**config.mk**
```make
export PLATFORM = sky130hd
export DESIGN_NAME = counter_nbit_ctrl
export DESIGN_NICKNAME = d
export VERILOG_FILES = /design/src/rtl/counter_nbit_ctrl.sv
export SDC_FILE = /design/constraint.sdc
export NUM_CORES = 1
export LEC_CHECK = 0
export BUFFER_PORTS_ARGS = -buffer_cell sky130_fd_sc_hd__buf_2
export CAP_MARGIN = 20
export CORE_AREA = 2 2 63 65
export CTS_CLUSTER_DIAMETER = 80
export DETAILED_ROUTE_END_ITERATION = 12
export DIE_AREA = 0 0 65 67
export GPL_TIMING_DRIVEN = 0
export PLACE_DENSITY_LB_ADDON = 0.2
export SLEW_MARGIN = 10
export SYNTH_ARGS = -nofsm -noshare
export SYNTH_HDL_FRONTEND = slang
export SYNTH_SLANG_ARGS = --single-unit
export TNS_END_PERCENT = 10
```
**constraint.sdc**
```tcl
create_clock -name clk -period 2.95 [get_ports clk]
set_input_delay 0.1475 -clock clk [delete_from_list [all_inputs] [get_ports clk]]
set_output_delay 0.1475 -clock clk [all_outputs]
set_load 0.05 [all_outputs]
```
**src/rtl/counter_nbit_ctrl.sv**
```systemverilog
// N-bit up/down counter with programmable top value, wrap/saturate modes,
// synchronous clear/load, tick prescaler, terminal-count pulse and compare flag.
module counter_nbit_ctrl #(
    parameter int WIDTH      = 8,
    parameter int MAX_VAL    = 2**WIDTH - 1,
    parameter int PRESCALE_W = 4
) (
    input  logic                  clk,
    input  logic                  rst_n,
    input  logic                  ena,
    input  logic                  sync_clr,
    input  logic                  load,
    input  logic [WIDTH-1:0]      load_val,
    input  logic                  up_dn,
    input  logic                  sat_mode,
    input  logic [PRESCALE_W-1:0] prescale,
    input  logic [WIDTH-1:0]      cmp_val,
    output logic [WIDTH-1:0]      count,
    output logic                  tc,
    output logic                  cmp_match
);

    localparam logic [WIDTH-1:0] MAX_V = WIDTH'(MAX_VAL);
    localparam logic [WIDTH-1:0] ZERO  = '0;
    localparam logic [WIDTH-1:0] ONE   = WIDTH'(1);

    logic [WIDTH-1:0]      count_q, count_d;
    logic [PRESCALE_W-1:0] pre_cnt_q, pre_cnt_d;
    logic                  tc_q, tc_d;
    logic                  cmp_match_q;
    logic                  tick;
    logic [WIDTH-1:0]      load_clamped;
    logic                  at_top, at_bottom;

    // >= rather than == so lowering prescale mid-phase cannot skip past the reload point
    assign tick         = (pre_cnt_q >= prescale);
    assign load_clamped = (load_val > MAX_V) ? MAX_V : load_val;
    assign at_top       = (count_q == MAX_V);
    assign at_bottom    = (count_q == ZERO);

    always_comb begin
        count_d   = count_q;
        pre_cnt_d = pre_cnt_q;
        tc_d      = 1'b0;
        if (sync_clr) begin
            count_d   = ZERO;
            pre_cnt_d = '0;
        end else if (load) begin
            count_d   = load_clamped;
            pre_cnt_d = '0;
        end else if (ena) begin
            if (tick) begin
                pre_cnt_d = '0;
                if (up_dn) begin
                    if (at_top) begin
                        tc_d    = 1'b1;
                        count_d = sat_mode ? MAX_V : ZERO;
                    end else begin
                        count_d = count_q + ONE;
                    end
                end else begin
                    if (at_bottom) begin
                        tc_d    = 1'b1;
                        count_d = sat_mode ? ZERO : MAX_V;
                    end else begin
                        count_d = count_q - ONE;
                    end
                end
            end else begin
                pre_cnt_d = pre_cnt_q + PRESCALE_W'(1);
            end
        end
    end

    // cmp_match looks at the next count so it lines up with the registered count
    always_ff @(posedge clk or negedge rst_n) begin
        if (!rst_n) begin
            count_q     <= ZERO;
            pre_cnt_q   <= '0;
            tc_q        <= 1'b0;
            cmp_match_q <= 1'b0;
        end else begin
            count_q     <= count_d;
            pre_cnt_q   <= pre_cnt_d;
            tc_q        <= tc_d;
            cmp_match_q <= (count_d == cmp_val);
        end
    end

    assign count     = count_q;
    assign tc        = tc_q;
    assign cmp_match = cmp_match_q;

endmodule

```
Word level (Yosys, flattened, before mapping)
Index checks and enable logic that the tools add are counted.

operators by class
  $add $sub $neg = 3
  magnitude comparators = 2
  equality and inequality tests = 2
  multiplexer cells = 21
  reductions and logical operators = 2

operators with widths
  operator               number
  $mux W8                10
  $mux W4                4
  $add A8 B1 Y8 const B  1
  $eq A8 B8 Y1           1
  $eq A8 B8 Y1 const B   1
  $gt A8 B8 Y1 const B   1
  $logic_not A8 Y1       1
  $sub A8 B1 Y8 const B  1
  $mux W1                7
  $add A4 B1 Y4 const B  1
  $ge A4 B4 Y1           1
  $reduce_bool A3 Y1     1

storage, ports and cells
  bits in registers = 14
  bits of input ports = 27
  output and inout bits = 10
  logic and storage cells = 34

Depth between registers and ports, before layout
Gate-level depths: netlist of run 1.

  depth after elaboration = 8
  gate-level depth with buffers = 10
  gate-level depth less buffers = 9

Worst setup path after synthesis of run 1
Ideal clock, no wire load.

  path kind = flip-flop to flip-flop
  from = reg count_q[0] (netlist: count[0])
  to = reg cmp_match_q (netlist: cmp_match)
  arrival = 3060 ps
  required time = 2870 ps
  slack = -190 ps
  cell stages (with the launch flop) = 11
  period minus slack after synthesis = 3140 ps
  cells stage by stage = dfrtp_1 > clkbuf_1 > inv_1 > ha_1 > nor4b_2 > and2_1 > a31o_2 > or4_4 > and3_1 > a2111o_1 > nor3_2

on the way
  longest elaborated chain between the ends = 8

ends and longest elaborated chain
  element                                line    source
  start, declared                        27      logic [WIDTH-1:0] count_q, count_d;
  start signal, assigned                 83      count_q <= count_d;
  $sub A8 B1 Y8 (tied with other cells)  66      count_d = count_q - ONE;
  $mux W8, on equally long branches      62, 55
  $mux W8                                54      if (up_dn) begin
  $mux W8                                52      if (tick) begin
  $mux W8 (*)                            51      end else if (ena) begin
  $mux W8 (*)                            48      end else if (load) begin
  $mux W8 (*)                            45      if (sync_clr) begin
  $eq A8 B8 Y1 (*)                       86      cmp_match_q <= (count_d == cmp_val);
  end signal, assigned                   86
  end, declared                          30      logic cmp_match_q;

Every way passes the cells marked *; elsewhere a longest branch is shown, timed or not.
A chain may end at the register's enable or synchronous reset.

Worst setup path in the final report of run 1
  from = reg count_q[1] (netlist: count[1])
  to = reg cmp_match_q (netlist: cmp_match)

The elaborated chain is that of the path after synthesis.

==> results of run 1 <==
layout by cell type, fill, tap and decap left out, drive strengths merged, types with 5 or more instances in the layout:
cell type	n
buf	43
nor3	20
inv	18
clkbuf	15
dfrtp	14
nand2	13
a21oi	11
nand3	8
nor2	8
a31oi	8
ha	8
o21ai	7
a211oi	7
nor2b	7
nand2b	5
mux2i	5
or3	5
a21o	5
synthesized netlist by cell type (2+ instances only):
master and n:
buf_2 2, or2_2 3, buf_6 2, a21oi_1 11
o21ai_0 7, and3_1 4, a221oi_1 3, nand3_1 8
nand2_1 13, dfrtp_1 14, and2_1 2, a31oi_1 8
a41oi_1 2, o31ai_1 2, nor2_1 8, nor4b_1 3
or3_1 4, clkbuf_1 14, o22ai_1 3, inv_1 18
ha_1 8, nor3b_1 4, a2111o_1 2, nor3_2 2
nor3_1 18, a21o_1 3, a21o_2 2, nand4_1 4
nand2b_1 5, and4_2 2, a311oi_1 3, mux2i_1 5
a211oi_1 7, nor2b_1 7, nor4_1 4
area by class of cell:
| type | count | share of cell area (%) |
|---|---|---|
| buffer | 15 | 3.61 |
| clock buffer | 4 | 2.65 |
| inverter | 18 | 3.25 |
| multi-input combinational | 181 | 60.2 |
| sequential | 14 | 17.0 |
| tap | 48 | 2.89 |
| timing repair buffer | 40 | 10.5 |
stage by stage:
step                      setup WS [ps]  power [mW]  area, µm²  hold WS [ps]  TNS, ps
after floorplan                    12.5       0.397       1750          -148        0
after global placement             -148       0.476       1980          49.0     -148
after detailed placement           -126       0.476       1980          49.5     -126
after CTS                           126       0.663       2040           208        0
after global routing               44.8       0.710       2080           232        0
final                               164       0.675       2080           219        0
worst paths after layout:
kind                               from  slack [ps]            to  depth (start not counted)
hold / removal              load_val[3]         220      count[3]                          3
hold reg to reg            pre_cnt_q[1]         610  pre_cnt_q[1]                          2
setup / recovery               count[1]         160     cmp_match                          9
setup reg to reg               count[1]         160     cmp_match                          9
min in group asynchronous         rst_n         330      count[2]                          2
max in group asynchronous         rst_n        2370      count[1]                          2
per-layer routing:
| metal | routed length (µm) | GRT usage, % | up-vias |
|---|---|---|---|
| met5 | 0 | 0 | - |
| met3 | 453 | 2.03 | 12 |
| met2 | 2410 | 41.1 | 118 |
| met4 | 129 | 9.57 | 0 |
| met1 | 2350 | 34.2 | 945 |
| li1 | - | - | 965 |
power groups by stage:
stage / logic, mW / registers (mW) / clock network [mW]
2_1_floorplan: 0.157 / 0.240 / 0
3_5_place_dp: 0.261 / 0.215 / 0
5_1_grt: 0.294 / 0.218 / 0.198
4_1_cts: 0.256 / 0.217 / 0.190
6_report: 0.273 / 0.217 / 0.185
3_3_place_gp: 0.261 / 0.215 / 0
cell families (layout without fill, tap and decap cells):
| family | after synthesis | after routing |
|---|---|---|
| mux | 6 | 6 |
| buf+inv | 36 | 77 |
| simple gates | 97 | 97 |
| fa+ha+maj | 8 | 8 |
| compound gates | 69 | 69 |
| xor+xnor | 1 | 1 |
| flops | 14 | 14 |
state kept, by name, summed over array words and instances (netlist names):
signal,cells
tc,1
count,8
pre_cnt_q,4
cmp_match,1
critical path, cell delays in order (launching register included):
cell      delay [ps]
dfrtp_2          490
inv_1            120
ha_1             260
nor4b_4          160
and2_1           180
a31o_2           280
or4_4            550
and3_1           190
a2111o_1         290
nor3_2           180
what timing repair did:
action                                 in CTS  in global routing
gates resized for setup                     0                  4
endpoints found under the hold margin      14                  0
hold buffers                                1                  0
setup buffers                               0                  5
setup endpoints to repair                   1                  1
==> results.json, run 1 <==
{
  "drtIter0Drc": 187,
  "htreeDepth": 1,
  "dp.cells": 313,
  "leakagePower_nw": 0.923,
  "rsz0062_at_grt": "false",
  "switching_power_uw": 251,
  "insertion_delay_ps": 250,
  "synth-main-ff-cell": "dfrtp_1",
  "crit_path_start_kind": "register",
  "seqPwrFrac_pct": 32.1,
  "cts.sinks": 14,
  "p_clk_share_pct": 27.4,
  "nets": 308,
  "die_x_um": 65,
  "grt_first_pass_wirelength_um": 8450,
  "worst_slew_pin_slew_ps": 507,
  "ys_seq_area_share_pct": 20.1,
  "synth_top_cell_by_area": "dfrtp_1",
  "synth_seq_cells": 14,
  "required_ps": 3120,
  "clk_path_buf_depth": 2,
  "grt_pass1_vias": 1749,
  "fin_cells": 320,
  "postSynthCellCount": 231,
  "dr.pass1.iters": 5,
  "synth_top_area_share_pct": 20.1,
  "clockRootBuffer": "clkbuf_8",
  "synthMuxAreaShare_pct": 3.51,
  "synth_fp_nets": 266,
  "synth_edf_count": 0,
  "syn-cell-area_mm2": 0.00175,
  "synth_top_family_by_area": "simple AND/OR/NAND/NOR gates",
  "hp-class": "in2reg",
  "via_per_inst": 6.38,
  "drive_gt1_share_pct": 24.3,
  "multi_input_area_mm2": 0.00125,
  "p_sw_share_pct": 37.1,
  "die_h_um": 67,
  "drv_slew": 0,
  "relSlewSlack_pct": 65.9,
  "cts_tree": "yes",
  "final_util_pct": 57.7,
  "start_util_pct": 48.4,
  "worstPathArrival_ps": 2950,
  "internal-power_uw": 425,
  "drc_errors": 0,
  "skew_ps": 1.20,
  "path_max_fanout": 11,
  "vias": 2040,
  "setup_violations": 0,
  "antenna_left": 0,
  "p_comb_share_pct": 40.4,
  "wl_per_cell_um": 16.7,
  "syn_area_per_cell_um2": 7.56,
  "clkTransAtPathRegs_ps": 60,
  "cap_violations": 0,
  "synthXorXnorAreaFrac_pct": 0.502,
  "pwr_density_cell_mw_per_mm2": 325,
  "period_share_pct": 94.4,
  "synth-compound-area-share_pct": 28.7,
  "syn2layout_area_growth_pct": 19.1,
  "fp.dieArea_mm2": 0.00436,
  "critical_path_class": "reg2reg",
  "synthArstFlopShare_pct": 100,
  "hold_viol": 0,
  "yosys.area_share.simple_pct": 32.7,
  "status": "completed",
  "seqCellArea_um2": 353,
  "antenna_found_initial": 0,
  "netlist-cell-type-count": 59,
  "grt_max_degree": 15,
  "synth_area_leaders": "dfrtp_1, ha_1, nor3_1, inv_1, a21oi_1",
  "coreArea_mm2": 0.00361,
  "ios": 37,
  "ir_drop_v": 0.000220,
  "post-route-min-period_ps": 2790,
  "crit_path_end_kind": "register",
  "max_freq_mhz": 359,
  "port_buffers": 34,
  "routabilityCongestion": 0.955,
  "rows": 22,
  "grt_overflow": 0,
  "ys_warn_count": 0,
  "numCtsBuffers": 3,
  "nFillCells": 353,
  "grt_usage_pct": 25.1,
  "drt-total-wl_um": 5350,
  "detailed_place_hpwl_um": 4100,
  "synthAdderAreaFrac_pct": 5.73,
  "n_antenna_cell": 0
}
Power figures use the tool's default switching activity.
==> inputs of run 2 (changes only) <==
--- a/config.mk
+++ b/config.mk
@@ -7,10 +7,12 @@
 export LEC_CHECK = 0
 export BUFFER_PORTS_ARGS = -buffer_cell sky130_fd_sc_hd__buf_2
 export CAP_MARGIN = 20
-export CORE_AREA = 2 2 63 65
+export CELL_PAD_IN_SITES_DETAIL_PLACEMENT = 1
+export CELL_PAD_IN_SITES_GLOBAL_PLACEMENT = 1
+export CORE_AREA = 2 2 73 75
 export CTS_CLUSTER_DIAMETER = 80
 export DETAILED_ROUTE_END_ITERATION = 12
-export DIE_AREA = 0 0 65 67
+export DIE_AREA = 0 0 75 77
 export GPL_TIMING_DRIVEN = 0
 export PLACE_DENSITY_LB_ADDON = 0.2
 export SLEW_MARGIN = 10
==> run 2 against run 1 <==
Against the previous run: hold slack better by 38 ps; largest cell class unchanged; sequential cell count unchanged; final cell count up 6.3%; highest routed layer unchanged; sequential power about the same; critical path depth up 1; critical path type unchanged; critical endpoint unchanged; worst setup slack worse by 44 ps; utilization down 16 points; sequential share of layout area down 0.14 points.
==> results.json, run 2 (same netlist as run 1, synthesis figures left out) <==
{
  "grt_max_degree": 15,
  "ir_drop_v": 0.000266,
  "final_util_pct": 42.1,
  "critical_path_class": "reg2reg",
  "leakagePower_nw": 0.903,
  "max_freq_mhz": 353,
  "pwr_density_cell_mw_per_mm2": 316,
  "dr.pass1.iters": 4,
  "drt-total-wl_um": 6350,
  "grt.met2_usage_pct": 36.8,
  "coreArea_mm2": 0.00498,
  "die_h_um": 77,
  "fp.dieArea_mm2": 0.00578,
  "clk_path_buf_depth": 2,
  "period_share_pct": 95.9,
  "hp-class": "in2reg",
  "start_util_pct": 35.1,
  "via_per_inst": 5.88,
  "layout_commonest_cell": "buf_2",
  "cts.sinks": 14,
  "antenna_left": 0,
  "post-route-min-period_ps": 2830,
  "relSlewSlack_pct": 63.4,
  "antenna_found_initial": 0,
  "vias": 1998,
  "grt_most_used_layer": "met2",
  "htreeDepth": 1,
  "cts_tree": "yes",
  "hold_viol": 0,
  "cap_violations": 0,
  "drive_gt1_share_pct": 24.1,
  "required_ps": 3110,
  "path_max_fanout": 10,
  "port_buffers": 34,
  "setup_tns_ps": 0,
  "drtIter0Drc": 116,
  "grt_usage_pct": 22.9,
  "drv_slew": 0,
  "die_x_um": 75,
  "clockRootBuffer": "clkbuf_8",
  "nFillCells": 647,
  "insertion_delay_ps": 250,
  "syn2layout_area_growth_pct": 20.1,
  "nets": 306,
  "ios": 37,
  "grt_first_pass_wirelength_um": 10300,
  "regToRegSetupSlack_ps": 120,
  "rows": 26,
  "detailed_place_hpwl_um": 5060,
  "status": "completed",
  "largest_reg_flops": 8,
  "skew_ps": 7.78,
  "grt_util_met1_pct": 33.7,
  "grt_overflow": 0,
  "drc_errors": 0,
  "wl_per_cell_um": 18.7,
  "worstPathArrival_ps": 2990,
  "n_antenna_cell": 0,
  "grtUsageMet3_pct": 2.50,
  "grt_pass1_vias": 1983,
  "routabilityCongestion": 0.878,
  "setup_violations": 0,
  "clkTransAtPathRegs_ps": 60,
  "crit_path_start_kind": "register",
  "numCtsBuffers": 3,
  "final_cell_mix": "buf_2, inv_1, nor3_1, nand2_1",
  "crit_path_end_kind": "register",
  "worst_slew_pin_slew_ps": 546
}
-- run 2: per-layer routing --
| metal | routed length [µm] | vias up |
|---|---|---|
| met5 | 0 | - |
| met4 | 25 | 0 |
| met3 | 260 | 4 |
| met2 | 2950 | 50 |
| met1 | 3110 | 979 |
| li1 | - | 965 |
-- run 2: layout make-up --
| cell class | instances | area [µm²] | area share (%) |
|---|---|---|---|
| Buffer | 17 | 92.6 | 4.42 |
| Clock buffer | 4 | 45.0 | 2.15 |
| Inverter | 18 | 67.6 | 3.22 |
| Multi-Input combinational cell | 181 | 1260 | 60.3 |
| Sequential cell | 14 | 353 | 16.8 |
| Tap cell | 70 | 87.6 | 4.18 |
| Timing Repair Buffer | 36 | 188 | 8.95 |
-- run 2: worst max-delay path: stages, from the launching register on --
cell and delay, ps:
dfrtp_2 410, clkbuf_8 190, inv_1 70, ha_2 230, nor4b_4 150, and2_1 180, a31o_2 290, or4_4 550
and3_1 190, a2111o_1 290, nor3_2 190
-- run 2: per-stage QoR --
step                      setup slack [ps]  cell area, µm²  instances  power (mW)  hold slack, ps
final                                  120            2100        340       0.662             258
after global routing                 -5.27            2100        340       0.701             260
after CTS                             32.7            2070        339       0.656             249
after detailed placement              -157            2010        335       0.488            60.7
after global placement                -187            2010        335       0.485            52.8
after floorplan                       12.5            1750        231       0.397            -148
-- run 2: timing repair --
action	in CTS	in global routing
endpoints found under the hold margin	14	0
setup buffers	0	1
endpoints found under the setup margin	1	1
pin swaps	0	1
hold buffers	1	0
gates resized for setup	3	8
-- run 2: where the power goes --
part / switching, mW / internal (mW) / leakage (nW)
sequential: 0.0142 / 0.201 / 0.185
combinational: 0.178 / 0.105 / 0.695
clock: 0.0674 / 0.0955 / 0.0228
-- run 2: final timing paths --
check | start | to | depth (start not counted)
setup reg to reg | count[0] | cmp_match | 10
min in group asynchronous | rst_n | count[5] | 2
max in group asynchronous | rst_n | count[0] | 2
hold reg to reg | pre_cnt_q[1] | pre_cnt_q[1] | 2
hold / removal | cmp_val[3] | cmp_match | 3
setup / recovery | count[0] | cmp_match | 10
